$ cat src/rtl/fb_wr_arbiter.sv
// rtl/fb_wr_arbiter.sv - framebuffer write-port arbiter: mouse paint path vs full-screen fill engine
// Optional build macro FB_PAINT_INTERLEAVE_EN: round-robin paint/fill slots during a fill.
module fb_wr_arbiter #(
    parameter int NUM_COLS  = 64,
    parameter int NUM_ROWS  = 64,
    parameter int BIT_DEPTH = 4,
    localparam int XW        = $clog2(NUM_COLS),
    localparam int YW        = $clog2(NUM_ROWS),
    localparam int PW        = 3 * BIT_DEPTH,
    localparam int AW        = XW + YW - 1,
    localparam int NUM_WORDS = NUM_COLS * NUM_ROWS / 2
) (
    input  logic            clk,
    input  logic            rst,
    input  logic            px_valid,
    output logic            px_ready,
    input  logic [XW-1:0]   px_x,
    input  logic [YW-1:0]   px_y,
    input  logic [PW-1:0]   px_color,
    input  logic            clr_start,
    input  logic [PW-1:0]   clr_color,
    output logic            clr_busy,
    output logic            clr_done,
    output logic            mem_we,
    output logic [AW-1:0]   mem_addr,
    output logic [1:0]      mem_be,
    output logic [2*PW-1:0] mem_wdata
);

    localparam logic [1:0] S_IDLE  = 2'd0;
    localparam logic [1:0] S_CLEAR = 2'd1;
    localparam logic [1:0] S_DONE  = 2'd2;

    logic [1:0]    r_state;
    logic [AW-1:0] r_cnt;
    logic [PW-1:0] r_clr_color;
    logic          w_accept;
    logic          w_fill_slot;

`ifdef FB_PAINT_INTERLEAVE_EN
    logic r_last_paint;

    // A paint may only take a fill-engine slot if the previous slot was the fill's.
    always_comb begin
        px_ready = rst && ((r_state == S_IDLE) || ((r_state == S_CLEAR) && !r_last_paint));
    end

    always_ff @(posedge clk) begin
        if (!rst) begin
            r_last_paint <= 1'b0;
        end else begin
            r_last_paint <= w_accept;
        end
    end
`else
    always_comb begin
        px_ready = rst && (r_state == S_IDLE);
    end
`endif

    always_comb begin
        w_accept    = px_valid && px_ready;
        w_fill_slot = (r_state == S_CLEAR) && !w_accept;
        clr_busy    = (r_state == S_CLEAR);
        clr_done    = (r_state == S_DONE);
    end

    // The counter holds its terminal value after the fill; only a new start clears it.
    always_ff @(posedge clk) begin
        if (!rst) begin
            r_state     <= S_IDLE;
            r_cnt       <= '0;
            r_clr_color <= '0;
        end else begin
            case (r_state)
                S_IDLE: begin
                    if (clr_start) begin
                        r_clr_color <= clr_color;
                        r_cnt       <= '0;
                        r_state     <= S_CLEAR;
                    end
                end
                S_CLEAR: begin
                    if (w_fill_slot) begin
                        if (r_cnt == AW'(NUM_WORDS - 1)) begin
                            r_state <= S_DONE;
                        end else begin
                            r_cnt <= r_cnt + 1'b1;
                        end
                    end
                end
                S_DONE: begin
                    r_state <= S_IDLE;
                end
                default: begin
                    r_state <= S_IDLE;
                end
            endcase
        end
    end

    // Top half-screen lives in [23:12], bottom half in [11:0] of the same word.
    always_ff @(posedge clk) begin
        if (!rst) begin
            mem_we    <= 1'b0;
            mem_addr  <= '0;
            mem_be    <= 2'b00;
            mem_wdata <= '0;
        end else begin
            mem_we <= w_accept || w_fill_slot;
            if (w_accept) begin
                mem_addr <= {px_y[YW-2:0], px_x};
                if (px_y[YW-1]) begin
                    mem_be    <= 2'b01;
                    mem_wdata <= {{PW{1'b0}}, px_color};
                end else begin
                    mem_be    <= 2'b10;
                    mem_wdata <= {px_color, {PW{1'b0}}};
                end
            end else if (w_fill_slot) begin
                mem_addr  <= r_cnt;
                mem_be    <= 2'b11;
                mem_wdata <= {r_clr_color, r_clr_color};
            end
        end
    end

endmodule

$ cat config.mk
export PLATFORM = sky130hd
export DESIGN_NAME = fb_wr_arbiter
export DESIGN_NICKNAME = d
export VERILOG_FILES = /design/src/rtl/fb_wr_arbiter.sv
export SDC_FILE = /design/constraint.sdc
export NUM_CORES = 1
export LEC_CHECK = 0
export CAP_MARGIN = 15
export CORE_ASPECT_RATIO = 2
export CORE_UTILIZATION = 50
export DETAILED_ROUTE_END_ITERATION = 12
export PLACE_DENSITY = 0.91
export SYNTH_ARGS = -nofsm -noshare
export SYNTH_HDL_FRONTEND = slang
export SYNTH_SLANG_ARGS = --single-unit
$ cat constraint.sdc
create_clock -name clk -period 4.5 [get_ports clk]
set_input_delay 0.675 -clock clk [delete_from_list [all_inputs] [get_ports clk]]
set_output_delay 0.675 -clock clk [all_outputs]
set_load 0.02 [all_outputs]
# == After elaboration in Yosys (flattened, before gate mapping) ==
# Cells that the tools add are included.
# totals
mem_count,0
out_inout_bits,41
ramBits,0
register_bits,63
latch_bits,0
rom_bits,0
input_bits,40
# classes
order_cmp,0
n_reduce_logical,11
bitwise,0
div_mod_pow,0
n_mux,16
mul,0
n_shift,0
addsub,1
eq_ne,7
# ops
op,n
24-bit 2-to-1 mux,3
11-bit 2-to-1 mux,5
11-bit one-hot mux with 2 select lines,1
2-bit 2-to-1 mux,6
11-bit by 1-bit adder with 11-bit output (second input constant),1
11-bit == test (second input constant),1
2-bit by 1-bit != test with 1-bit output (second input constant),2
2-bit != test (second input constant),2
2-bit one-hot mux with 2 select lines,1
4-bit AND reduction,1
2-bit nonzero test,2
1-bit logical AND,3
3-bit AND reduction,1
2-bit by 1-bit == test with 1-bit output (second input constant),1
2-bit == test (second input constant),1
2-bit zero test,1
2-bit AND reduction,1
1-bit zero test,1
1-bit logical OR,1

# == Longest topological paths before layout ==
# depth
ltp_word,7
depth_mapped,7
mapped_depth_nobuf,5

# == Worst setup path before layout ==
# Ideal clock, no wire load.
# synth_timing
path_type,input to output
start,input rst
end,output px_ready
n_path_buf,1
path_slack_ns,2.333
path_stages,3
arrival_time_ns,1.492
path_cell_list,clkinv_1 -> clkbuf_1 -> nor3_1
# synth_via
elab_chain_len,1
# synth_rtl
element,line_no,source
"start, declared",14,"input logic rst,"
1-bit logical AND,57,px_ready = rst && (r_state == S_IDLE);
"end, declared",16,"output logic px_ready,"
# No other way between the ends.

# == Worst setup path in the final report ==
# Same ends and word-level chain as after synthesis.

==> summary.md <==
| Metric | Value |
|---|---|
| Synthesized Nets | 358 |
| Clk sinks | 63 |
| Leak | 1.29 nW |
| Full die area | 5470 um^2 |
| CORE AREA | 4910 um^2 |
| Max-slew headroom | 40.2% |
| Clock slew at reported path FFs | 70 ps |
| Post-synthesis sequential area ratio | 48.9% |
| Synth warn | 0 |
| Unrepaired setup endpoints after global routing | false |
| VDD IR max | 0.344 mV |
| Crit end category | output port |
| Worst Path Required | 3830 ps |
| Crit path kind | input pin to output port |
| Commonest non-fill, non-tap cell in the layout | clkdlybuf4s50_1 |
| Global-route wire length before repair | 10900 um |
| Antenna Nets Post-Route | 0 |
| Post-CTS Resized | 0 |
| Vias in the first global route | 2430 |
| CP max FO | 34 |
| Final Hold Viols | 0 |
| Post-CTS setup buffer count | 0 |
| H-tree levels | 3 |
| Placed cell area | 3390 um^2 |
| Vias | 2578 |
| Worst Tran Pin Value | 893 ps |
| CTS buffer count | 9 |
| Final WL | 6850 um |
| Synth Area per Inst | 8.14 um^2 |
| Total track usage | 27.0% |
| Most frequent cells in the layout | 80 x clkdlybuf4s50_1, 78 x nand2_1, 63 x dfxtp_1 |
| Total gr overflow | 0 |
| Drt wl/cell | 15.1 um |
| Top-area cell type share of the netlist area | 48.9% |
| Ports | 81 |
| Final setup viols | 0 |
| Fmax | 331 MHz |
| Mapped Area | 2580 um^2 |
| Largest net degree at the start of global routing | 41 |
| Share of cells above drive strength 1 | 7.30% |
| Antenna cells | 0 |
| Layout area overhead | 38.1% |
| CP Data Arrival Time | 2350 ps |
| Top cells by area, synth | dfxtp_1 49%, nand2_1 11%, o21ai_0 7.9%, a21oi_1 7.4%, a311oi_1 3.4% |
| FILL cells | 369 |
| PortBufs | 80 |
| Utilization after layout | 72.6% |
| PwrDens | 363 nW/um^2 |
| Layout Nets | 433 |
| DR vias/cell | 5.68 |
| Die H | 104 um |
| Distinct cells, synth | 47 |
| Status | finished, final reports clean |
| Design Area, Final | 3570 um^2 |
| Clk_lat worst skew | 340 ps |
| Max-Cap Viols | 0 |
| Clock skew | 6.17 ps |
| Worst slack, placed | 1490 ps |
| Initial antenna violation count | 0 |
| Root buf cell | clkbuf_8 |
| DP HPWL | 4760 um |
| Tcrit/Tclk final | 67.1% |
| Min-Delay Path Class | register to register |
| Final WS setup | 1480 ps |
| Number of synthesized register bits | 63 |
| Die width | 52.8 um |
| Hold buffer count at CTS | 0 |
| Initial drt markers | 67 |
| Clk buf depth | 2 |
| Placer Congestion | 0.786 |
| Post-synth top area cell | dfxtp_1 |
| Final Slew Violations | 0 |
| CTS tree | done |
| Cells after Synth | 317 |
| # rows | 36 |
| Post-route setup TNS | 0 ps |
| Remaining routing DRC violations | 0 |
| Minimum clock period | 3020 ps |
| Initial Util | 52.6% |
| Type of origin of the critical path | input pin |
| Total iterations of the first detailed-routing run | 4 |
-- synth_stat cells (all sizes together) --
cell and n:
or3b 1, o22a 1, a21oi 39, nor3 4, or4 1, o22ai 1, xor2 1, o21ai 41
mux2 1, ha 1, o221a 1, inv 3, buf 8, nor2b 1, a311oi 10, nand4bb 1
nor4 1, o31ai 1, clkbuf 13, o311ai 1, clkinv 1, and3 1, nand2b 1, o2111a 1
nand2 78, o21a 3, nand3 3, nand4 3, a22o 2, a31oi 1, mux2i 2, a211o 1
or3 1, nor3b 1, o41ai 1, a41oi 1, dfxtp 63, nor2 20, a32oi 1, xnor2 1
-- cells by family after synthesis --
group | synth area share (%)
fa+ha+maj | 0.485
mux | 1.21
buf+inv | 4.51
compound gates | 24.4
flops | 48.9
xor+xnor | 0.679
simple gates | 19.9
-- through the flow --
step / hold WS [ps] / cells / power (W)
global placement: 440 / 438 / 0.000862
floorplan: 433 / 317 / 0.000748
CTS: 455 / 454 / 0.00130
global route: 470 / 454 / 0.00135
finish: 455 / 454 / 0.00130
detailed placement: 446 / 438 / 0.000868
-- where the power goes --
| group | switching, W | total [W] | leakage (nW) | internal [W] |
|---|---|---|---|---|
| sequential | 0.0000216 | 0.000618 | 0.517 | 0.000596 |
| combinational | 0.000128 | 0.000239 | 0.679 | 0.000111 |
| clock | 0.000210 | 0.000438 | 0.0894 | 0.000228 |
-- routing by layer --
layer	GRT usage (%)	wire length (um)	part of all wire (%)	vias to the layer above
met5	0	0	0	-
met1	27.4	2530	37	1220
li1	-	-	-	1263
met3	7.05	249	3.6	17
met4	13.9	204	3.0	0
met2	47.5	3860	56	78
-- final timing paths --
| kind | start | endpoint | slack, ps | cells past startpoint |
|---|---|---|---|---|
| setup / recovery | rst | px_ready | 1480 | 5 |
| hold reg to reg | r_clr_color[10]$_SDFFE_PN0P_ | r_clr_color[10]$_SDFFE_PN0P_ | 460 | 2 |
| setup reg to reg | r_state[0]$_SDFFE_PN0P_ | mem_wdata[15]$_SDFFE_PN0P_ | 2440 | 5 |
| hold / removal | r_clr_color[10]$_SDFFE_PN0P_ | r_clr_color[10]$_SDFFE_PN0P_ | 460 | 2 |
-- sequential cells by signal (all words and copies together), names as in the netlist --
register     cells
mem_be           2
mem_we           1
mem_wdata       24
r_state          2
r_clr_color     12
mem_addr        11
r_cnt           11
-- area by class of cell --
type | count | area (um^2) | area share, %
inverters | 4 | 15.0 | 0.421
multi-input cells | 229 | 1200 | 33.8
flip-flops and latches | 63 | 1260 | 35.4
well taps | 57 | 71.3 | 2.00
clock buffers | 13 | 159 | 4.46
repair buffers | 85 | 838 | 23.5
clock inverters | 3 | 17.5 | 0.491
-- worst max-delay path: stages --
cell,delay [ps]
clkdlybuf4s50_1,450
buf_4,300
clkinv_1,130
nor3_1,140
clkdlybuf4s50_1,630
Power figures use the tool's default switching activity.
